$ cat config.mk
export PLATFORM = sky130hd
export DESIGN_NAME = mmio_store_ctrl_flat
export DESIGN_NICKNAME = d
export VERILOG_FILES = /design/src/rtl/mmio_store_ctrl_if.sv /design/src/rtl/mmio_store_ctrl.sv /design/src/flat_wrapper.sv
export SDC_FILE = /design/constraint.sdc
export NUM_CORES = 1
export LEC_CHECK = 0
export BUFFER_PORTS_ARGS = -buffer_cell sky130_fd_sc_hd__buf_2
export CAP_MARGIN = 20
export CORE_MARGIN = 2
export CORE_UTILIZATION = 35
export DETAILED_ROUTE_END_ITERATION = 12
export PLACE_DENSITY = 0.61
export SLEW_MARGIN = 20
export SYNTH_ARGS = -nofsm -noshare
export SYNTH_HDL_FRONTEND = slang
export SYNTH_SLANG_ARGS = --single-unit
$ cat constraint.sdc
create_clock -name aclk -period 5.25 [get_ports aclk]
set_input_delay 0.525 -clock aclk [delete_from_list [all_inputs] [get_ports aclk]]
set_output_delay 0.525 -clock aclk [all_outputs]
set_load 0.02 [all_outputs]
$ cat src/rtl/mmio_store_ctrl_if.sv
// AXI-Lite write-channel bundle (AW, W, B) between mmio_store_ctrl (master) and the MMIO fabric (slave).
interface mmio_store_ctrl_if #(
    parameter int ADDR_W = 32
);
    logic              m_awvalid;
    logic              m_awready;
    logic [ADDR_W-1:0] m_awaddr;
    logic [2:0]        m_awprot;

    logic              m_wvalid;
    logic              m_wready;
    logic [31:0]       m_wdata;
    logic [3:0]        m_wstrb;

    logic              m_bvalid;
    logic              m_bready;
    logic [1:0]        m_bresp;

    modport master (
        output m_awvalid, m_awaddr, m_awprot,
        output m_wvalid, m_wdata, m_wstrb,
        output m_bready,
        input  m_awready, m_wready, m_bvalid, m_bresp
    );

    modport slave (
        input  m_awvalid, m_awaddr, m_awprot,
        input  m_wvalid, m_wdata, m_wstrb,
        input  m_bready,
        output m_awready, m_wready, m_bvalid, m_bresp
    );
endinterface

$ cat src/rtl/mmio_store_ctrl.sv
// Store-side MMIO controller: buffers memory-stage stores in a FIFO and issues each as one AXI-Lite write.
// Define MMIO_STORE_ERR_EN to add the sticky `err` output (bad write response or discarded misaligned store).
module mmio_store_ctrl #(
    parameter int DEPTH  = 4,
    parameter int ADDR_W = 32
) (
    input  logic              aclk,
    input  logic              aresetn,
    input  logic              req_valid,
    input  logic [ADDR_W-1:0] req_addr,
    input  logic [31:0]       req_data,
    input  logic [2:0]        req_funct3,
    output logic              req_ready,
    output logic              stall,
    output logic              idle,
`ifdef MMIO_STORE_ERR_EN
    output logic              err,
`endif
    mmio_store_ctrl_if.master bus
);
    localparam int PTR_W = $clog2(DEPTH);
    localparam int CNT_W = PTR_W + 1;

    typedef struct packed {
        logic [ADDR_W-1:0] addr;
        logic [31:0]       data;
        logic [1:0]        size;
    } entry_t;

    typedef enum logic [2:0] {
        S_IDLE,
        S_ADDR,
        S_WAIT_AW,
        S_WAIT_W,
        S_RESP
    } state_t;

    entry_t            mem [DEPTH];
    logic [PTR_W-1:0]  wr_ptr;
    logic [PTR_W-1:0]  rd_ptr;
    logic [CNT_W-1:0]  count;
    logic              full;
    logic              empty;
    logic              push;
    logic              pop;
    logic              load;

    entry_t            head;
    logic              head_misaligned;
    logic [3:0]        head_strb;
    logic [31:0]       head_wdata;

    state_t            state;
    state_t            state_nxt;

    logic              awvalid_q;
    logic              wvalid_q;
    logic              bready_q;
    logic [ADDR_W-1:0] awaddr_q;
    logic [31:0]       wdata_q;
    logic [3:0]        wstrb_q;

    // ------------------------------------------------------------------
    // Request side
    // ------------------------------------------------------------------
    assign full      = (count == CNT_W'(DEPTH));
    assign empty     = (count == '0);
    assign req_ready = !full;
    assign stall     = req_valid && full;
    // Push looks only at `full`, never at a same-cycle pop, to keep req_ready off the FSM path.
    assign push      = req_valid && !full;
    assign idle      = empty && (state == S_IDLE);

    // ------------------------------------------------------------------
    // Store FIFO
    // ------------------------------------------------------------------
    // NOTE: sequential state uses non-blocking assignments so every flop samples pre-edge values.
    always_ff @(posedge aclk) begin
        if (!aresetn) begin
            wr_ptr <= '0;
            rd_ptr <= '0;
            count  <= '0;
        end else begin
            if (push) wr_ptr <= wr_ptr + PTR_W'(1);
            if (pop)  rd_ptr <= rd_ptr + PTR_W'(1);
            case ({push, pop})
                2'b10:   count <= count + CNT_W'(1);
                2'b01:   count <= count - CNT_W'(1);
                default: count <= count;
            endcase
        end
    end

    // NOTE: storage is deliberately not reset; `count` alone decides which entries are live.
    always_ff @(posedge aclk) begin
        if (push) mem[wr_ptr] <= '{addr: req_addr, data: req_data, size: req_funct3[1:0]};
    end

    assign head = mem[rd_ptr];

    // ------------------------------------------------------------------
    // Lane formatting and alignment of the FIFO head
    // ------------------------------------------------------------------
    // NOTE: every always_comb output gets a default first, so no path can infer a latch.
    always_comb begin
        head_strb       = 4'b1111;
        head_wdata      = head.data;
        head_misaligned = 1'b0;
        case (head.size)
            2'b00: begin
                head_strb  = 4'b0001 << head.addr[1:0];
                head_wdata = {4{head.data[7:0]}};
            end
            2'b01: begin
                head_strb       = 4'b0011 << {head.addr[1], 1'b0};
                head_wdata      = {2{head.data[15:0]}};
                head_misaligned = head.addr[0];
            end
            default: begin
                // Size code 2'b11 is treated as a word store.
                head_misaligned = (head.addr[1:0] != 2'b00);
            end
        endcase
    end

    // ------------------------------------------------------------------
    // Write sequencer
    // ------------------------------------------------------------------
    always_ff @(posedge aclk) begin
        if (!aresetn) state <= S_IDLE;
        else          state <= state_nxt;
    end

    always_comb begin
        state_nxt = state;
        pop       = 1'b0;
        load      = 1'b0;
        case (state)
            S_IDLE: begin
                if (!empty) begin
                    pop = 1'b1;
                    // A misaligned head is consumed without issuing anything.
                    if (!head_misaligned) begin
                        load      = 1'b1;
                        state_nxt = S_ADDR;
                    end
                end
            end
            S_ADDR: begin
                if (bus.m_awready && bus.m_wready) state_nxt = S_RESP;
                else if (bus.m_awready)            state_nxt = S_WAIT_W;
                else if (bus.m_wready)             state_nxt = S_WAIT_AW;
            end
            S_WAIT_AW: if (bus.m_awready) state_nxt = S_RESP;
            S_WAIT_W:  if (bus.m_wready)  state_nxt = S_RESP;
            S_RESP:    if (bus.m_bvalid)  state_nxt = S_IDLE;
            default:   state_nxt = S_IDLE;
        endcase
    end

    // Channel controls are registered copies of the next-state decode, so each valid
    // stays high exactly until its own handshake and the payload only changes on load.
    always_ff @(posedge aclk) begin
        if (!aresetn) begin
            awvalid_q <= 1'b0;
            wvalid_q  <= 1'b0;
            bready_q  <= 1'b0;
            awaddr_q  <= '0;
            wdata_q   <= '0;
            wstrb_q   <= '0;
        end else begin
            awvalid_q <= (state_nxt == S_ADDR) || (state_nxt == S_WAIT_AW);
            wvalid_q  <= (state_nxt == S_ADDR) || (state_nxt == S_WAIT_W);
            bready_q  <= (state_nxt == S_RESP);
            if (load) begin
                awaddr_q <= head.addr;
                wdata_q  <= head_wdata;
                wstrb_q  <= head_strb;
            end
        end
    end

    assign bus.m_awvalid = awvalid_q;
    assign bus.m_awaddr  = awaddr_q;
    assign bus.m_awprot  = 3'b000;
    assign bus.m_wvalid  = wvalid_q;
    assign bus.m_wdata   = wdata_q;
    assign bus.m_wstrb   = wstrb_q;
    assign bus.m_bready  = bready_q;

    // ------------------------------------------------------------------
    // Error reporting
    // ------------------------------------------------------------------
`ifdef MMIO_STORE_ERR_EN
    logic err_q;

    always_ff @(posedge aclk) begin
        if (!aresetn) begin
            err_q <= 1'b0;
        end else if ((bus.m_bvalid && bready_q && bus.m_bresp[1]) || (pop && !load)) begin
            err_q <= 1'b1;
        end
    end

    assign err = err_q;
`endif

    // funct3[2] (signedness) means nothing to a store; bresp is only consulted with errors enabled.
    logic unused_bits;
    assign unused_bits = ^{req_funct3[2], bus.m_bresp};

endmodule

$ cat src/flat_wrapper.sv
// flat-port wrapper written by rule: the top's interface ports become plain ports
module mmio_store_ctrl_flat 
#(
    parameter int DEPTH  = 4,
    parameter int ADDR_W = 32
)
  (aclk, aresetn, req_valid, req_addr, req_data, req_funct3, req_ready, stall, idle, bus_m_awvalid, bus_m_awaddr, bus_m_awprot, bus_m_wvalid, bus_m_wdata, bus_m_wstrb, bus_m_bready, bus_m_awready, bus_m_wready, bus_m_bvalid, bus_m_bresp);
  mmio_store_ctrl_if #(.ADDR_W(ADDR_W)) bus_i ();
  input  logic aclk;
  input  logic aresetn;
  input  logic req_valid;
  input  logic [ADDR_W-1:0] req_addr;
  input  logic [31:0] req_data;
  input  logic [2:0] req_funct3;
  output logic req_ready;
  output logic stall;
  output logic idle;
  output wire logic [$bits(bus_i.m_awvalid)-1:0] bus_m_awvalid;
  output wire logic [$bits(bus_i.m_awaddr)-1:0] bus_m_awaddr;
  output wire logic [$bits(bus_i.m_awprot)-1:0] bus_m_awprot;
  output wire logic [$bits(bus_i.m_wvalid)-1:0] bus_m_wvalid;
  output wire logic [$bits(bus_i.m_wdata)-1:0] bus_m_wdata;
  output wire logic [$bits(bus_i.m_wstrb)-1:0] bus_m_wstrb;
  output wire logic [$bits(bus_i.m_bready)-1:0] bus_m_bready;
  input wire logic [$bits(bus_i.m_awready)-1:0] bus_m_awready;
  input wire logic [$bits(bus_i.m_wready)-1:0] bus_m_wready;
  input wire logic [$bits(bus_i.m_bvalid)-1:0] bus_m_bvalid;
  input wire logic [$bits(bus_i.m_bresp)-1:0] bus_m_bresp;
  assign bus_m_awvalid = bus_i.m_awvalid;
  assign bus_m_awaddr = bus_i.m_awaddr;
  assign bus_m_awprot = bus_i.m_awprot;
  assign bus_m_wvalid = bus_i.m_wvalid;
  assign bus_m_wdata = bus_i.m_wdata;
  assign bus_m_wstrb = bus_i.m_wstrb;
  assign bus_m_bready = bus_i.m_bready;
  assign bus_i.m_awready = bus_m_awready;
  assign bus_i.m_wready = bus_m_wready;
  assign bus_i.m_bvalid = bus_m_bvalid;
  assign bus_i.m_bresp = bus_m_bresp;
  mmio_store_ctrl #(.DEPTH(DEPTH), .ADDR_W(ADDR_W)) u_core (.aclk(aclk), .aresetn(aresetn), .req_valid(req_valid), .req_addr(req_addr), .req_data(req_data), .req_funct3(req_funct3), .req_ready(req_ready), .stall(stall), .idle(idle), .bus(bus_i));
endmodule
-- Yosys cells after proc, flatten, opt, wreduce, memory -nomap -nowiden
Memories as Yosys holds them, arrays and structs flattened. A register that Yosys moved wholly into a read port is not among the register bits.
Index checks and enable logic that the tools add are counted.
- $add $sub $neg: 4
- $mul: 0
- div/mod/pow operators: 0
- order comparisons: 0
- equal/unequal tests: 12
- shift operators: 2
- multiplexer cells: 22
- bitwise logic cells: 0
- reductions and logical operators: 12
- operator list (operator ; count):
    case mux 32 bit (2 select lines) ; 1
    2-to-1 mux 3 bit ; 8
    case mux 3 bit (5 select lines) ; 1
    == test 3 x 2 -> 1 bit (second input constant) ; 4
    == test 3 bit (second input constant) ; 3
    case mux 4 bit (2 select lines) ; 1
    2-to-1 mux 1 bit ; 7
    == test 3 x 1 -> 1 bit (second input constant) ; 2
    zero test 3 bit ; 2
    case mux 3 bit (2 select lines) ; 1
    adder 2 x 1 -> 2 bit (second input constant) ; 2
    == test 2 x 1 -> 1 bit (second input constant) ; 2
    logical AND 1 bit ; 4
    2-to-1 mux 2 bit ; 2
    nonzero test 2 bit ; 2
    left shift 1 x 2 -> 4 bit (first input constant) ; 1
    left shift 2 x 2 -> 4 bit (first input constant) ; 1
    adder 3 x 1 -> 3 bit (second input constant) ; 1
    subtractor 3 x 1 -> 3 bit (second input constant) ; 1
    == test 2 bit (second input constant) ; 1
    zero test 2 bit ; 1
    logical OR 1 bit ; 2
    case mux 1 bit (2 select lines) ; 1
    zero test 1 bit ; 1
- register bits: 81
- bits in latches: 0
- bits in writable memories: 264
- ROM bits: 0
- output and inout bits: 77
- word-level logic and storage cells: 63
- memories: 1
- memory list (memory ; depth ; width ; rd ports ; clocked after Yosys merged registers in ; write ports ; RTL line ; source):
    u_core.mem ; 4 ; 66 ; 1 ; 1 ; 1 ; mmio_store_ctrl.sv:38 ; entry_t mem [DEPTH];

-- Depth between registers and ports, before layout
Gate-level depths: netlist (run 1).
- word-level depth: 7
- depth in mapped cells: 9

-- Worst setup path after synthesis (run 1)
OpenSTA, ideal clock, no wires.
- kind: register -> register
- start point: register u_core.count[0]
- end point: memory u_core.mem[0][0] (netlist name), enable pin
- library setup time: 0.432 ns
- arrival: 2.320 ns
- setup slack: 2.499 ns
- cell stages (with the launch flop): 4
- path through: dfxtp_1 > nor2_1 > nand2_1 > and3_1
- cells in the longest elaborated chain, start to end: 5
- ends and longest elaborated chain (item ; RTL line ; source):
    start: declaration ; mmio_store_ctrl.sv:41 ; logic [CNT_W-1:0] count;
    start signal: assignment ; mmio_store_ctrl.sv:87 ; 2'b10: count <= count + CNT_W'(1);
    start signal: assignment ; mmio_store_ctrl.sv:88 ; 2'b01: count <= count - CNT_W'(1);
    start signal: assignment ; mmio_store_ctrl.sv:89 ; default: count <= count;
    == test 3 bit ; mmio_store_ctrl.sv:66 ; assign full = (count == CNT_W'(DEPTH));
    zero test 1 bit ; n/a ;
    via req_ready ; flat_wrapper.sv:15 ; output logic req_ready;
    logical AND 1 bit ; mmio_store_ctrl.sv:71 ; assign push = req_valid && !full;
    2-to-1 mux 1 bit ; mmio_store_ctrl.sv:96 ; if (push) mem[wr_ptr] <= '{addr: req_addr, data: req_data, size: req_funct3[1:0]};
    2-to-1 mux 1 bit (not written as such) ; mmio_store_ctrl.sv:96 ;
    end: declaration ; mmio_store_ctrl.sv:38 ;
The timed path passes the listed nets, and every way through them passes these cells.

==> results_dict.tcl, run 1 <==
set metrics [dict create \
    status "finished clean" \
    grt_pass1_vias 7099 \
    synth-edff-count 264 \
    rsz0062_at_grt "no" \
    syn_inst 759 \
    fin_setup_tns_ns 0 \
    die_h_um 196 \
    drc_errors 0 \
    grt_overflow_total 0 \
    p_total_w 0.00878 \
    syn_area_per_cell_um2 17.1 \
    setup_viol 0 \
    pre_cts_ws_ns 1.77 \
    ant_nets 0 \
    ctsRootBufferMaster "clkbuf_16" \
    num_rows 70 \
    finalWirelength_mm 29.6 \
    wl_met2_mm 14.4 \
    yosys.cell_count.top_type "edfxtp_1" \
    syn_area_mm2 0.0130 \
    maxCapViolations 0 \
    fin_crit_ns 3.43 \
    die_w_um 196 \
    die-area_mm2 0.0386 \
    fmax_mhz 292 \
    synth_area_leaders "edfxtp_1 (61%), dfxtp_1 (13%), mux4_2 (11%)" \
    drv_slew 0 \
    vias 6985 \
    async_flop_share 0 \
    fin_ws_ns 1.82 \
    post-route-period-util 0.653 \
    ys_seq_area_frac 0.740 \
    gp_congestion 0.762 \
    start_util 0.355 \
    worst-path-buf-inv 1 \
    met3_length_mm 2.22 \
    critPathMaxStageDelay_ns 0.94 \
    areaGrowthSynthToFinish_pct 19.1 \
    leakagePower_nw 5.34 \
    cts_tree "done" \
    numPortBuffers 145 \
    arrival_ns 3.85 \
    grt_pass1_wl_mm 44.1 \
    max_slew_margin 0.427 \
    clk_pin_slew_ns 0.06 \
    crit_path_top_delay_cell "mux4_2" \
    grt_usage 0.154 \
    cts.sinks 347 \
    cp_max_fo 40 \
    ys_warn_count 0 \
    drtIter0Drc 311 \
    synth_largest_area_cell "edfxtp_1" \
    cts-resized-gates 0 \
    worstSetupPathType "flop to flop" \
    hpwl_mm 17.8 \
    ys_types 36 \
    hp-class "primary input to flop" \
    synth-seq-cells 347 \
    crit_required_ns 5.67 \
    cp_top_family "multiplexers" \
    antenna_found_initial 4 \
    postCtsSetupRepairBufs 0 \
    cts_inserted_buffers 39 \
    h-tree-depth 2 \
    wl_per_cell_um 20.9 \
    core_mm2 0.0365 \
    worst_pin_slew_ns 0.860 \
    end_kind "flop" \
    skew_ns 0.0244 \
    wl_met1_mm 12.4 \
    clock_path_buffers 3 \
    ctsHoldBuffers 0 \
    io_pins 152 \
    clk_latency_ns 0.53 \
    synth_ff_type "edfxtp_1" \
    highest_layer "met5" \
    hold_violations 0 \
    synth_top_area_frac 0.611 \
    grt_max_degree 56 \
    ys_top_cells_by_count "edfxtp_1 (264), nand2_1 (91), dfxtp_1 (83)" \
    vias_per_cell 4.95 \
    drive_gt1_frac 0.310 \
    dr.pass1.iters 5 \
    finalNetCount 993 \
    crit_chain "mux4_2 -> a2111oi_4 -> or2_4 -> buf_12 -> nor2_1 -> a211oi_1" \
    p_per_area_mw_per_mm2 569 \
    ir_worst_vdd_mv 0.305 \
    cp-start-kind "flop" \
]
## final timing paths
path                           startpoint                 endpoint  slack [ns]  cells after the start
hold / removal                req_data[3]         u_core.mem[1][5]        0.21                      1
setup / recovery                     flop   u_core.bus.m_wdata[22]        1.82                      6
hold reg to reg   u_core.bus.m_awaddr[14]  u_core.bus.m_awaddr[14]        0.45                      2
setup reg to reg                     flop   u_core.bus.m_wdata[22]        1.82                      6
## through the flow
stage                     hold WS (ns)  instances  utilization  instance area (µm²)
after global placement           0.442       1338        0.388                14200
after detailed placement         0.446       1338        0.388                14200
after global routing             0.190       1411        0.423                15400
after CTS                        0.174       1410        0.422                15400
after floorplan                  0.485        761            -                13000
final                            0.206       1412        0.423                15400
## area by class of cell
type / instances / area (µm²)
Clock inverter: 15 / 168
Multi-Input combinational cell: 362 / 3140
Sequential cell: 347 / 9600
Tap cell: 468 / 586
Inverter: 7 / 26.3
Antenna cell: 1 / 2.50
Timing Repair Buffer: 155 / 833
Fill cell: 3332 / 21100
Clock buffer: 57 / 1080
## cell families (layout without fill, tap and decap cells)
| kind of cell | Yosys count | in the layout | synth area share |
|---|---|---|---|
| muxes | 85 | 85 | 0.129 |
| DFF | 347 | 347 | 0.740 |
| AOI/OAI and AO/OA | 92 | 92 | 0.0449 |
| buffers and inverters | 52 | 234 | 0.0211 |
| and+or+nand+nor | 169 | 169 | 0.0537 |
| xor gates and xnor gates | 7 | 7 | 0.00473 |
| other | 1 | 4 | 0.000289 |
| adders and majority gates | 6 | 6 | 0.00637 |
## layout by cell type, fill, tap and decap left out, types with 4 or more instances in the layout
| cell | count |
|---|---|
| a211oi_1 | 9 |
| a21oi_1 | 52 |
| a311oi_2 | 6 |
| and3_4 | 4 |
| buf_2 | 145 |
| buf_4 | 8 |
| clkbuf_1 | 15 |
| clkbuf_16 | 40 |
| clkinv_1 | 4 |
| clkinv_2 | 4 |
| dfxtp_1 | 81 |
| edfxtp_1 | 264 |
| ha_1 | 5 |
| inv_1 | 6 |
| mux2i_1 | 19 |
| mux4_2 | 66 |
| nand2_1 | 91 |
| nand3_1 | 9 |
| nor2_1 | 48 |
| nor3_1 | 6 |
| o21ai_0 | 20 |
| xnor2_1 | 4 |
## worst register-to-register path: stages (launching register included)
cell and delay (ns):
dfxtp_4 0.62, mux4_2 0.94, a2111oi_4 0.59, or2_4 0.55
buf_12 0.35, nor2_1 0.07, a211oi_1 0.20
## registers in the layout, indices dropped and copies added, names as in the netlist, named ones only
register	flops
u_core.bus.m_awaddr	32
u_core.bus.m_awvalid	1
u_core.bus.m_bready	1
u_core.bus.m_wdata	32
u_core.bus.m_wstrb	4
u_core.bus.m_wvalid	1
u_core.count	3
u_core.mem	264
u_core.rd_ptr	2
u_core.state	3
u_core.wr_ptr	2
## power breakdown
part / leakage [nW] / internal [W] / switching (W)
logic: 1.63 / 0.000888 / 0.00154
clock network: 0.609 / 0.00159 / 0.00106
registers: 3.10 / 0.00347 / 0.000229
total: 5.34 / 0.00595 / 0.00283
## layer usage
metal,track usage,vias to the layer above
met1,0.198,3521
met2,0.255,190
met4,0.0401,4
met5,0,-
met3,0.0465,46
li1,-,3224
No activity file was read; power rests on OpenSTA's default activity.
==> run 2: changes to the inputs <==
- PLACE_DENSITY: 0.61 -> 0.63
- clock period: 5.25 -> 3.1 ns (I/O delays scaled with it)
==> run 2 against run 1 <==
Net effect: count of clock-buffer cells in the layout shrank 4; power grew 70%; non-clock buffer count grew 64; largest power group unchanged; critical path type unchanged; cell count grew 4.2%.
==> results_dict.tcl, run 2 (synthesis gave the netlist of run 1 again) <==
set metrics [dict create \
    die_w_um 196 \
    cp_top_family "compound AO/OA/AOI/OAI gates" \
    fin_crit_ns 2.63 \
    postCtsSetupRepairBufs 0 \
    worst_pin_slew_ns 0.633 \
    fmax_mhz 381 \
    critPathMaxStageDelay_ns 0.61 \
    grt_overflow_total 0 \
    num_rows 70 \
    core_mm2 0.0365 \
    grt_max_degree 67 \
    status "finished clean" \
    finalNetCount 1055 \
    worst-path-buf-inv 1 \
    dp_cells 1348 \
    cts-resized-gates 0 \
    leakagePower_nw 5.63 \
    clk_latency_ns 0.52 \
    ir_worst_vdd_mv 0.526 \
    gp_congestion 0.804 \
    wl_per_cell_um 19.9 \
    drive_gt1_frac 0.303 \
    fin_setup_tns_ns 0 \
    antenna_found_initial 2 \
    crit_required_ns 3.53 \
    cp_max_fo 17 \
    setup_viol 0 \
    io_pins 152 \
    cp-start-kind "flop" \
    cts_inserted_buffers 37 \
    ctsHoldBuffers 55 \
    fill_cells 3226 \
    areaGrowthSynthToFinish_pct 24.1 \
    end_kind "flop" \
    ctsRootBufferMaster "clkbuf_16" \
    final_common_cell "edfxtp_1" \
    clk_pin_slew_ns 0.06 \
    grt_pass1_wl_mm 44.5 \
    largest_register_ffs 264 \
    drc_errors 0 \
    dr.pass1.iters 5 \
    crit_chain "mux4_2 -> a2111oi_4 -> or2_4 -> buf_4 -> nor2_1 -> a311oi_2" \
    final_cell_mix "edfxtp_1 (264), buf_2 (145), nand2_1 (91)" \
    maxCapViolations 0 \
    grt_pass1_vias 7566 \
    grt_usage 0.153 \
    drv_slew 0 \
    start_util 0.355 \
    hpwl_mm 18.0 \
    finalWirelength_mm 29.3 \
    arrival_ns 3.06 \
    drtIter0Drc 367 \
    die_h_um 196 \
    cts_tree "done" \
    h-tree-depth 2 \
    crit_path_top_delay_cell "mux4_2" \
    worstSetupPathType "flop to flop" \
    vias 7195 \
    p_per_area_mw_per_mm2 926 \
    vias_per_cell 4.89 \
    hold_violations 0 \
    rsz0062_at_grt "no" \
    die-area_mm2 0.0386 \
    regMostFlops "u_core.mem" \
    skew_ns 0.0161 \
    max_slew_margin 0.578 \
    cts.sinks 347 \
    post-route-period-util 0.847 \
    clock_path_buffers 3 \
    final_cells 1471 \
    hp-class "primary input to flop" \
    numPortBuffers 145 \
    ant_nets 0 \
]
-- run 2: cell count changes in the layout (fill, tap and decap cells not counted) --
cell,change
dlygate4sd3_1,+55
clkbuf_1,-7
buf_12,+6
clkbuf_8,+6
buf_4,+4
clkbuf_16,-3
buf_16,-1
clkinv_1,-1
clkinv_2,-1
clkinv_4,-1
clkinv_8,+1
clkinvlp_4,+1
inv_4,+1
inv_6,-1
-- run 2: power breakdown --
group | switching, W | internal, W
clock network | 0.00175 | 0.00266
registers | 0.000350 | 0.00587
logic | 0.00266 | 0.00161
total | 0.00476 | 0.0101
-- run 2: layer usage --
metal / up-vias / global-route usage / part of all wire
met3: 41 / 0.0418 / 0.073
met4: 2 / 0.0365 / 0.016
met5: - / 0 / 0.00044
li1: 3349 / - / -
met1: 3617 / 0.204 / 0.44
met2: 186 / 0.251 / 0.47
-- run 2: final cells by class --
| type | count | area, µm² | share of cell area |
|---|---|---|---|
| Sequential cell | 347 | 9600 | 0.596 |
| Multi-Input combinational cell | 362 | 3140 | 0.195 |
| Timing Repair Buffer | 219 | 1510 | 0.0936 |
| Clock buffer | 53 | 1070 | 0.0662 |
| Tap cell | 468 | 586 | 0.0364 |
| Clock inverter | 14 | 171 | 0.0107 |
| Inverter | 7 | 26.3 | 0.00163 |
| Antenna cell | 1 | 2.50 | 0.000155 |
-- run 2: stage by stage --
step	total power [W]	worst slack, ns	hold slack (ns)	instance area (µm²)	utilization
after floorplan	0.00919	0.349	0.409	13000	-
final	0.0149	0.473	0.0233	16100	0.441
after global routing	0.0157	0.382	0.00639	16100	0.441
after CTS	0.0151	0.447	0.00136	16100	0.441
after detailed placement	0.0106	0.472	0.445	14300	0.392
after global placement	0.0105	0.537	0.441	14300	0.392
-- run 2: final timing paths --
check,from,to,slack [ns],cells past startpoint
worst min-delay path,req_funct3[1],u_core.mem[2][1],0.02,1
worst max-delay path,flop,u_core.bus.m_wdata[9],0.47,6
worst min register to register,u_core.bus.m_awaddr[15],u_core.bus.m_awaddr[15],0.45,2
worst max register to register,flop,u_core.bus.m_wdata[9],0.47,6
